==> src/rtl/vga_timing_gen.sv <==
// vga_timing_gen -- VGA raster timing for 1440x900@60 (geometry is parameterised).
//
// Scans h_cnt/v_cnt over the full raster, publishing them as draw_x/draw_y to the
// drawing controller together with undelayed pix_active, frame_start and frame_done.
// hsync, vsync and blanked RGB are delayed by PIPE_DEPTH cycles so they line up with
// the colour the controller returns for each coordinate.
//
// Ports:
//   clk, rst            pixel clock; synchronous active-high reset
//   r_in, g_in, b_in    4-bit colour from the drawing controller
//   draw_x, draw_y      current raster position (includes blanking)
//   pix_active          current position is inside the visible area
//   frame_start         1-cycle pulse at (0,0)
//   frame_done          1-cycle pulse at (H_TOTAL-1, V_ACTIVE-1)
//   hsync, vsync        sync outputs, PIPE_DEPTH cycles after their coordinate
//   r_out, g_out, b_out colour to the DAC, forced to 0 during blanking
//
// Optional build macro TEST_PATTERN_EN: ignore r/g/b_in and drive eight vertical
// colour bars derived from the delayed x coordinate.

module vga_timing_gen #(
  parameter int H_ACTIVE   = 1440,
  parameter int H_FP       = 80,
  parameter int H_SYNC     = 152,
  parameter int H_BP       = 232,
  parameter int V_ACTIVE   = 900,
  parameter int V_FP       = 3,
  parameter int V_SYNC     = 6,
  parameter int V_BP       = 25,
  parameter int H_POL      = 0,
  parameter int V_POL      = 1,
  parameter int PIPE_DEPTH = 2
) (
  input  logic        clk,
  input  logic        rst,
  input  logic [3:0]  r_in,
  input  logic [3:0]  g_in,
  input  logic [3:0]  b_in,
  output logic [10:0] draw_x,
  output logic [9:0]  draw_y,
  output logic        pix_active,
  output logic        frame_start,
  output logic        frame_done,
  output logic        hsync,
  output logic        vsync,
  output logic [3:0]  r_out,
  output logic [3:0]  g_out,
  output logic [3:0]  b_out
);

  localparam int H_TOTAL = H_ACTIVE + H_FP + H_SYNC + H_BP;
  localparam int V_TOTAL = V_ACTIVE + V_FP + V_SYNC + V_BP;

  localparam logic [10:0] H_LAST     = 11'(H_TOTAL - 1);
  localparam logic [10:0] H_ACT_END  = 11'(H_ACTIVE);
  localparam logic [10:0] H_SYNC_BEG = 11'(H_ACTIVE + H_FP);
  localparam logic [10:0] H_SYNC_END = 11'(H_ACTIVE + H_FP + H_SYNC);

  localparam logic [9:0] V_LAST      = 10'(V_TOTAL - 1);
  localparam logic [9:0] V_ACT_END   = 10'(V_ACTIVE);
  localparam logic [9:0] V_ACT_LAST  = 10'(V_ACTIVE - 1);
  localparam logic [9:0] V_FP_LAST   = 10'(V_ACTIVE + V_FP - 1);
  localparam logic [9:0] V_SYNC_LAST = 10'(V_ACTIVE + V_FP + V_SYNC - 1);

  localparam logic H_ON = (H_POL != 0);
  localparam logic V_ON = (V_POL != 0);

  // Tap feeding the colour register: the stage one cycle before the output stage.
  localparam int LEAD = (PIPE_DEPTH > 1) ? PIPE_DEPTH - 2 : 0;

  typedef enum logic [1:0] {V_ACT, V_FRONT, V_SYNCS, V_BACK} v_state_t;

  v_state_t v_state, v_state_nxt;

  logic [10:0] h_cnt;
  logic [9:0]  v_cnt;
  logic        running;
  logic        h_wrap;
  logic        hs_raw;
  logic        vs_raw;

  logic [PIPE_DEPTH-1:0] hs_q;
  logic [PIPE_DEPTH-1:0] vs_q;
  logic [PIPE_DEPTH-1:0] act_q;

  // running holds the counters at 0,0 for the first cycle after reset so that
  // coordinate (0,0) is issued with pix_active and frame_start asserted.
  always_ff @(posedge clk) begin
    if (rst) begin
      running <= 1'b0;
      h_cnt   <= '0;
      v_cnt   <= '0;
      v_state <= V_ACT;
    end else begin
      running <= 1'b1;
      v_state <= v_state_nxt;
      if (running) begin
        if (h_wrap) begin
          h_cnt <= '0;
          v_cnt <= (v_cnt == V_LAST) ? '0 : v_cnt + 10'd1;
        end else begin
          h_cnt <= h_cnt + 11'd1;
        end
      end
    end
  end

  assign h_wrap = running && (h_cnt == H_LAST);

  always_comb begin
    v_state_nxt = v_state;
    if (h_wrap) begin
      unique case (v_state)
        V_ACT:   if (v_cnt == V_ACT_LAST)  v_state_nxt = V_FRONT;
        V_FRONT: if (v_cnt == V_FP_LAST)   v_state_nxt = V_SYNCS;
        V_SYNCS: if (v_cnt == V_SYNC_LAST) v_state_nxt = V_BACK;
        V_BACK:  if (v_cnt == V_LAST)      v_state_nxt = V_ACT;
        default: v_state_nxt = V_ACT;
      endcase
    end
  end

  assign draw_x      = h_cnt;
  assign draw_y      = v_cnt;
  assign pix_active  = running && (h_cnt < H_ACT_END) && (v_cnt < V_ACT_END);
  assign frame_start = running && (h_cnt == '0) && (v_cnt == '0);
  assign frame_done  = running && (h_cnt == H_LAST) && (v_cnt == V_ACT_LAST);

  // Sync pipeline carries "in sync" flags; polarity is applied at the output.
  assign hs_raw = (h_cnt >= H_SYNC_BEG) && (h_cnt < H_SYNC_END);
  assign vs_raw = (v_state == V_SYNCS);

  always_ff @(posedge clk) begin
    if (rst) begin
      hs_q  <= '0;
      vs_q  <= '0;
      act_q <= '0;
    end else begin
      hs_q[0]  <= hs_raw;
      vs_q[0]  <= vs_raw;
      act_q[0] <= pix_active;
      for (int unsigned i = 1; i < PIPE_DEPTH; i++) begin
        hs_q[i]  <= hs_q[i-1];
        vs_q[i]  <= vs_q[i-1];
        act_q[i] <= act_q[i-1];
      end
    end
  end

  assign hsync = hs_q[PIPE_DEPTH-1] ? H_ON : ~H_ON;
  assign vsync = vs_q[PIPE_DEPTH-1] ? V_ON : ~V_ON;

`ifdef TEST_PATTERN_EN
  localparam int BAR_W = H_ACTIVE / 8;

  logic [PIPE_DEPTH-1:0][10:0] x_q;
  logic [2:0]  bar_idx;
  logic [11:0] bar_rgb;
  logic        unused_rgb_in;

  assign unused_rgb_in = ^{r_in, g_in, b_in};

  always_ff @(posedge clk) begin
    if (rst) begin
      x_q <= '0;
    end else begin
      x_q[0] <= h_cnt;
      for (int unsigned i = 1; i < PIPE_DEPTH; i++) begin
        x_q[i] <= x_q[i-1];
      end
    end
  end

  // Bar index 0..7 maps to FFF, FF0, 0FF, 0F0, F0F, F00, 00F, 000:
  // red off for bars 2,3,6,7; green off for 4..7; blue off for odd bars.
  always_comb begin
    bar_idx = '0;
    for (int unsigned i = 1; i < 8; i++) begin
      if (x_q[PIPE_DEPTH-1] >= 11'(i * BAR_W)) bar_idx = 3'(i);
    end
    bar_rgb = {{4{~bar_idx[1]}}, {4{~bar_idx[2]}}, {4{~bar_idx[0]}}};
  end

  assign {r_out, g_out, b_out} = act_q[PIPE_DEPTH-1] ? bar_rgb : '0;
`else
  logic        act_lead;
  logic [11:0] rgb_q;

  // Colour is captured on the edge that ends cycle t+PIPE_DEPTH-1, so the
  // register is qualified by the blanking flag one stage ahead of the output.
  assign act_lead = (PIPE_DEPTH > 1) ? act_q[LEAD] : pix_active;

  always_ff @(posedge clk) begin
    if (rst) begin
      rgb_q <= '0;
    end else begin
      rgb_q <= act_lead ? {r_in, g_in, b_in} : '0;
    end
  end

  assign {r_out, g_out, b_out} = rgb_q;
`endif

endmodule

==> config.mk <==
export PLATFORM = sky130hd
export DESIGN_NAME = vga_timing_gen
export DESIGN_NICKNAME = d
export VERILOG_FILES = /design/src/rtl/vga_timing_gen.sv
export SDC_FILE = /design/constraint.sdc
export NUM_CORES = 1
export LEC_CHECK = 0
export ABC_AREA = 1
export CORE_ASPECT_RATIO = 0.8
export CORE_MARGIN = 4
export CORE_UTILIZATION = 51
export CTS_BUF_LIST = sky130_fd_sc_hd__clkbuf_4 sky130_fd_sc_hd__clkbuf_8
export CTS_CLUSTER_SIZE = 14
export DETAILED_ROUTE_END_ITERATION = 16
export PLACE_DENSITY = 0.8
export SYNTH_ARGS = -nofsm -noshare
export SYNTH_HDL_FRONTEND = slang
export SYNTH_SLANG_ARGS = --single-unit
==> constraint.sdc <==
create_clock -name clk -period 1.5 [get_ports clk]
set_input_delay 0.3 -clock clk [delete_from_list [all_inputs] [get_ports clk]]
set_output_delay 0.3 -clock clk [all_outputs]
set_load 0.02 [all_outputs]
==> summary.md, run 1 <==
| Metric | Value |
|---|---|
| Gr usage total | `between 60% and 70%` |
| Post-Syn Area | `just over 0.002 mm2` |
| Largest net degree at the start of global routing | `14` |
| Die height | `65.1 um` |
| Synth area leader | `dfxtp_1` |
| Yosys warning count | `0` |
| Status | `did not finish` |
| Number of synthesized flops with an enable pin | `0` |
| Post-synth top flop | `dfxtp_1` |
| Clock buffer depth | `2` |
| Overflow left after global routing | `~70` |
| Async S/R FF share, synth | `0%` |
| Mux contribution to synthesized area | `0%` |
| Area contributors post-synth | `dfxtp_1, inv_1, nor2_1` |
| Count leader, synth | `inv_1` |
| Synthesized flop and latch total | `41` |
| CTS Root Cell | `clkbuf_8` |
| Xor-xnor portion of the synthesized cell area | `0.422%` |
| Error | `[ERROR GRT-0232] Routing congestion too high. Check the congestion heatmap in the GUI.` |
| Synth Area in Adders | `6.63%` |
| GP Congestion | `0.913` |
| CTS buffer count | `5` |
| Distinct cells, synth | `32` |
| CTS sink cnt | `between 40 and 50` |
| Post-synth top cells | `inv_1, nor2_1, dfxtp_1` |
| Avg Inst Size Synth | `7.21 um2` |
| Synthesized instance count | `roughly 290` |
| Initial Utilization | `53.9%` |
| DIE WIDTH | `79.3 um` |
| Worst setup endpoint GRT | `frame_start` |
| Post-synth net total | `313` |
| Worst EP kind | `top-level output` |
| Seq/Total Area, Yosys | `between 30% and 40%` |
| HPWL after DPL | `just under 5000 um` |
| Halt Stage | `5_1_grt` |
| IO Pins | `52` |
| Rows | `20` |
| PortBufs | `51` |
| Top cell type's share of synthesized area | `39.5%` |
| Main combinational cell family by area after synthesis | `simple AND/OR/NAND/NOR gates` |
| Synth Area in Compound Gates | `around 7.9%` |
| Simple-gate share of the synthesized area | `33.9%` |
| CTS H-tree depth | `2` |
==> what timing repair did <==
| item | CTS |
|---|---|
| setup endpoints to repair | 50 |
| gates resized for setup | 67 |
| hold buffers | 0 |
| buffers inserted | 4 |
| pin swaps | 4 |
==> layer usage <==
metal	overflow	track usage, %
met1	0	66.3
met2	40	89.4
met3	1	48.3
met4	28	78.8
met5	0	0
==> kinds of logic after synthesis <==
kind of cell	Yosys count
simple gates	144
buf+inv	63
compound gates	28
xor+xnor	1
flops	41
fa+ha+maj	11
==> per-stage QoR <==
| stage | area (um2) | cells | worst slack (ps) | setup TNS (ps) |
|---|---|---|---|---|
| after CTS | 3350 | 469 | -223 | -1450 |
| after detailed placement | 3150 | 457 | -411 | -3990 |
| after global placement | 3150 | 457 | -399 | -3310 |
| after floorplan | 2090 | 288 | -51.3 | -51.3 |
==> run 2, diff against run 1 <==
- CORE_ASPECT_RATIO: 0.8 -> unset
- CORE_UTILIZATION: 51 -> 40
- CTS_BUF_LIST: sky130_fd_sc_hd__clkbuf_4 sky130_fd_sc_hd__clkbuf_8 -> unset
- CTS_CLUSTER_SIZE: 14 -> unset
- PLACE_DENSITY: 0.8 -> unset
- PLACE_DENSITY_LB_ADDON: unset -> 0.15
==> run 2 against run 1 <==
  * The flow now finishes, with violations (setup timing)
  * Area after synthesis is the same
  * Synthesized cell count is the same
==> summary.md, run 2 <==
| Metric | Value |
|---|---|
| Kind of critical path | `flip-flop to primary output` |
| Core footprint | `0.00488 mm2` |
| Initial Utilization | `42.5%` |
| Rows | `25` |
| Internal power | `1880 uW` |
| N_diodes | `0` |
| Initial antenna violation count | `0` |
| Gr usage total | `20.6%` |
| Yosys warning count | `0` |
| Post-synth top flop | `dfxtp_1` |
| Area contributors post-synth | `dfxtp_1, inv_1, nor2_1` |
| Distinct cells, synth | `32` |
| Layout area overhead | `77.2%` |
| Hold WC Path Type | `flip-flop to flip-flop` |
| Combinational power share | `9.4%` |
| Peak VDD IR | `0.000355 V` |
| Skew-Pair Late Insertion Delay | `310 ps` |
| Fin nets | `between 400 and 500` |
| Failing checks | `setup timing` |
| Avg WL per Cell | `13.7 um` |
| Final Hold Fails | `0` |
| Post-synth top cells | `inv_1, nor2_1, dfxtp_1` |
| Vias | `2377` |
| Count leader, synth | `inv_1` |
| DIE WIDTH | `80.0 um` |
| Drt drc | `0` |
| Clock buffer depth | `2` |
| Largest net degree at the start of global routing | `15` |
| RSZ-0062 raised after global routing | `true` |
| Final WS setup | `-295 ps` |
| Overflow left after global routing | `0` |
| Slew HR | `75.2%` |
| First DRT Iteration DRCs | `126` |
| Die height | `80.0 um` |
| Synthesized flop and latch total | `slightly above 40` |
| Post-Syn Area | `slightly above 0.002 mm2` |
| Min Tclk post-route | `1790 ps` |
| Final period utilization | `120%` |
| GP Congestion | `0.870` |
| Synthesized instance count | `roughly 290` |
| Antenna-violating nets left | `0` |
| Max Transition Viols Final | `0` |
| Pre-CTS WS | `-453 ps` |
| CTS H-tree depth | `2` |
| Reg clk slew, reported paths | `roughly 90 ps` |
| Most flops, register | `rgb_q` |
| CTS Root Cell | `clkbuf_8` |
| Critical Path RT | `1200 ps` |
| Most frequent cells in the layout | `buf_4, inv_1, nor2_1, dlygate4sd2_1` |
| Status | `complete, but fails checks` |
| Switch share | `between 20% and 30%` |
| Number of synthesized flops with an enable pin | `0` |
| Async S/R FF share, synth | `0%` |
| Clock Power Share | `45.1%` |
| Reg power frac | `45.4%` |
| Fill cells | `375` |
| CTS sink cnt | `41` |
| HPWL after DPL | `4740 um` |
| PortBufs | `51` |
| Final setup skew | `13.2 ps` |
| Synth area leader | `dfxtp_1` |
| CTS tree | `built` |
| Vias in the first global route | `2319` |
| Pwr Density | `661 mW/mm2` |
| CP Capture Type | `primary output` |
| Register-to-register setup slack | `-220 ps` |
| DRT Pass-1 Iters | `4` |
| CP max FO | `2` |
| Die ar. | `approximately 0.0064 mm2` |
| # Max-Cap Violations | `0` |
| Worst Tran Pin Value | `369 ps` |
| First-pass GRT wire length | `10300 um` |
| Startpoint Class | `flip-flop` |
| Setup violators final | `24` |
| Via/cell ratio | `approximately 4.9` |
| Fmax | `0.557 GHz` |
| Hold WS | `around 420 ps` |
| Final WL | `6700 um` |
| CTS buffer count | `5` |
| Leakage power | `0.00179 uW` |
| Avg Inst Size Synth | `7.21 um2` |
| Critical Path AT | `between 1000 and 1500 ps` |
| Final core utilization | `75.4%` |
| IO Pins | `52` |
| Post-synth net total | `313` |
| Max FFs per register | `12` |
| Top cell type's share of synthesized area | `39.5%` |
| Commonest non-fill, non-tap cell in the layout | `buf_4` |
| Final Power | `2430 uW` |
| Seq/Total Area, Yosys | `39.5%` |
| Layout cells sized above 1 | `around two fifths` |
| Switch Pwr | `roughly 550 uW` |
run 2: cell counts after synthesis:
No cell type changed its count.
run 2: cell families (layout without fill, tap and decap cells):
logic type	after synthesis	after routing	synth area share [%]
AND/OR/NAND/NOR	144	144	33.9
buffers and inverters	63	197	11.6
flip-flops	41	41	39.5
AO/OA/AOI/OAI	28	28	7.90
adder cells (fa/ha/maj)	11	11	6.63
XOR/XNOR	1	1	0.422
run 2: path summary, 6_finish.rpt:
check,from,depth (start not counted),endpoint
setup / recovery,draw_x[1],7,frame_done
hold / removal,vs_q[0],2,vs_q[1]
setup reg to reg,draw_x[1],12,draw_x[10]
hold reg to reg,vs_q[0],2,vs_q[1]
run 2: area by class of cell:
type	instances	area, um2	area share (%)
multi-input cells	184	1270	34.4
repair buffers	129	1120	30.3
flip-flops and latches	41	847	23.0
inverters	60	228	6.19
well taps	67	83.8	2.28
clock buffers	5	68.8	1.87
clock inverters	3	68.8	1.87
run 2: metrics by stage:
stage	instance area, um2	TNS, ps	instances
after floorplan	2090	-51.3	288
after global routing	3680	-6500	489
after detailed placement	3200	-3010	472
after CTS	3410	-2080	482
after global placement	3200	-2360	472
final	3680	-4090	489
run 2: layer usage:
layer	up-vias	wire (um)	GRT usage, %
li1	1177	-	-
met4	0	211	10.3
met3	19	452	3.16
met5	-	0	0
met2	97	3260	34.7
met1	1084	2770	25.3
run 2: repair_timing:
action | 4_1_cts | 5_1_grt
setup buffers | 2 | 7
setup endpoints to repair | 58 | 29
resized for setup | 77 | 64
hold buffers | 0 | 0
pin swaps | 6 | 22
run 2: power groups by stage:
stage,clock [uW],sequential (uW),combinational [uW]
floorplan,0,1150,66.6
global placement,0,1140,203
detailed placement,0,1140,206
CTS,1110,1110,203
global route,1160,1110,247
finish,1100,1100,229
run 2: critical path, stage by stage, from the launching register on:
cell	delay, ps
dfxtp_2	340
buf_6	100
ha_4	130
inv_2	50
nor3_4	190
nand3_2	120
nor2_2	150
buf_6	130
No activity file was read; power rests on OpenSTA's default activity.
==> run 3, diff against run 2 <==
- CORE_UTILIZATION: 40 -> 49
==> run 3 against run 2 <==
  * The flow still finishes with violations (setup timing)
  * Die area is 17% lower
  * Routed wire length increased by 14%
  * Worst hold slack gained 7.2 ps
  * Power is 7.6% lower
  * Core utilization up 9.2 points
  * Critical path depth unchanged
  * Final cell count decreased by 5.3%
  * Non-clock buffer count is 9 lower
  * Combinational power is 8% lower
  * Via count is 5.3% higher
  * Critical endpoint is now frame_start
  * Largest cell class unchanged
  * Highest routed layer unchanged
==> summary.md, run 3 (synthesis results as in run 2) <==
| Metric | Value |
|---|---|
| Critical Path RT | `between 1000 and 1500 ps` |
| Critical-path cell list | `inv_2 -> ha_4 -> nand2_1 -> nor3_1 -> nand3_1 -> nor3_2 -> buf_4` |
| Antenna-violating nets left | `0` |
| CP max FO | `3` |
| IO Pins | `52` |
| Most frequent cells in the layout | `buf_4, inv_1, nor2_1, nand2_1, dfxtp_1` |
| Avg WL per Cell | `~16 um` |
| Gr usage total | `between 20% and 30%` |
| Reg clk slew, reported paths | `90 ps` |
| Setup violators final | `25` |
| Final Hold Fails | `0` |
| CTS buffer count | `5` |
| R2R depth | `10` |
| Critical path origin | `draw_x[0]` |
| CP max stage delay | `340 ps` |
| Final WL | `~7600 um` |
| Layout cells sized above 1 | `roughly 36%` |
| Register-to-register setup slack | `-190 ps` |
| # Max-Cap Violations | `0` |
| Kind of critical path | `flip-flop to primary output` |
| Fmax | `0.512 GHz` |
| Most flops, register | `rgb_q` |
| Slew HR | `74.2%` |
| CTS Root Cell | `clkbuf_8` |
| Rows | `23` |
| HPWL after DPL | `4780 um` |
| Pre-CTS WS | `-445 ps` |
| Overflow left after global routing | `0` |
| Fin cells | `463` |
| Final core utilization | `84.6%` |
| GP Congestion | `0.834` |
| Commonest non-fill, non-tap cell in the layout | `buf_4` |
| Layout area overhead | `65.3%` |
| CTS H-tree depth | `2` |
| Critical Path Sink | `frame_start` |
| Status | `complete, but fails checks` |
| Fin nets | `437` |
| Initial antenna violation count | `0` |
| CP Capture Type | `primary output` |
| DP Cell Count | `450` |
| Vias | `roughly 2500` |
| CP Buf/Inv Count | `2` |
| Skew-Pair Late Insertion Delay | `310 ps` |
| Hold WC Path Type | `flip-flop to flip-flop` |
| Leakage power | `0.00169 uW` |
| Max Transition Viols Final | `0` |
| Reg2Reg Capture Point | `draw_y[5]` |
| Worst Tran Pin Value | `383 ps` |
| N_diodes | `0` |
| Drt drc | `0` |
| Core footprint | `0.00406 mm2` |
| RSZ-0062 raised after global routing | `true` |
| Peak VDD IR | `between 0.0004 and 0.0005 V` |
| Vias in the first global route | `2365` |
| Final period utilization | `130%` |
| Clock buffer depth | `2` |
| Critical-path top delay cell | `dfxtp_2` |
| Startpoint Class | `flip-flop` |
| Min Tclk post-route | `1950 ps` |
| PortBufs | `between 50 and 60` |
| Pwr Density | `655 mW/mm2` |
| Final WS setup | `-455 ps` |
| First-pass GRT wire length | `between 10000 and 15000 um` |
| CTS tree | `built` |
| CP top delay family | `simple AND/OR/NAND/NOR gates` |
| Initial Utilization | `51.2%` |
| CP Depth | `7` |
| Via/cell ratio | `5.40` |
| Crit Reg-Reg Startpoint | `draw_x[10]` |
| Critical Path AT | `1650 ps` |
| Largest net degree at the start of global routing | `15` |
| DIE WIDTH | `73.1 um` |
| CTS sink cnt | `41` |
| Die height | `73.1 um` |
| Hold-fix buffers, CTS | `0` |
| First DRT Iteration DRCs | `about 140` |
| DRT Pass-1 Iters | `5` |
| Final setup skew | `12.7 ps` |
| Die ar. | `between 0.005 and 0.006 mm2` |
| Failing checks | `setup timing` |
| Max FFs per register | `12` |
run 3: worst min-delay path by stage:
| stage | start | end | slack (ps) | depth (start not counted) |
|---|---|---|---|---|
| global placement | hs_q[0] | hs_q[1] | 390 | 2 |
| CTS | hs_q[0] | hs_q[1] | 410 | 2 |
| floorplan | hs_q[0] | hs_q[1] | 390 | 2 |
| global route | vs_q[0] | vs_q[1] | 440 | 2 |
| finish | vs_q[0] | vs_q[1] | 430 | 2 |
| detailed placement | vs_q[0] | vs_q[1] | 400 | 2 |
run 3: layout make-up:
cell class	count	area [um2]
multi-input cells	184	1180
repair buffers	120	1010
flip-flops and latches	41	837
fillers	241	626
inverters	60	228
clock buffers	5	68.8
well taps	50	62.6
clock inverters	3	46.3
run 3: worst register-to-register path: cells and delay by family (launching register included):
family,cells,cell delay [ps]
flip-flops,1,470
AND/OR/NAND/NOR,6,690
buffers and inverters,3,310
AO/OA/AOI/OAI,1,120
run 3: timing repair:
item,CTS,global route
endpoints found under the setup margin,54,30
pin swaps,8,7
buffers inserted,2,4
endpoints found under the hold margin,0,0
resized for setup,83,28
run 3: power by group:
part	total (uW)	switching, uW	internal [uW]
clock network	927	428	498
logic	211	110	100
registers	1110	8.30	1100
total	2250	547	1700
run 3: stage by stage:
stage / hold WS (ps) / total power [uW] / TNS [ps] / cell area, um2
4_1_cts: 410 / 2230 / -1310 / 3340
3_5_place_dp: 399 / 1340 / -2310 / 3140
2_1_floorplan: 388 / 1220 / -51.3 / 2090
6_report: 425 / 2250 / -2990 / 3430
3_3_place_gp: 389 / 1330 / -2110 / 3140
5_1_grt: 440 / 2300 / -4970 / 3430
run 3: per-layer routing:
metal	track usage (%)	part of all wire, %	vias up
li1	-	-	1153
met1	29.6	37	1173
met2	47.2	52	143
met3	5.51	7.4	33
met4	10.9	3.7	0
met5	0	0	-
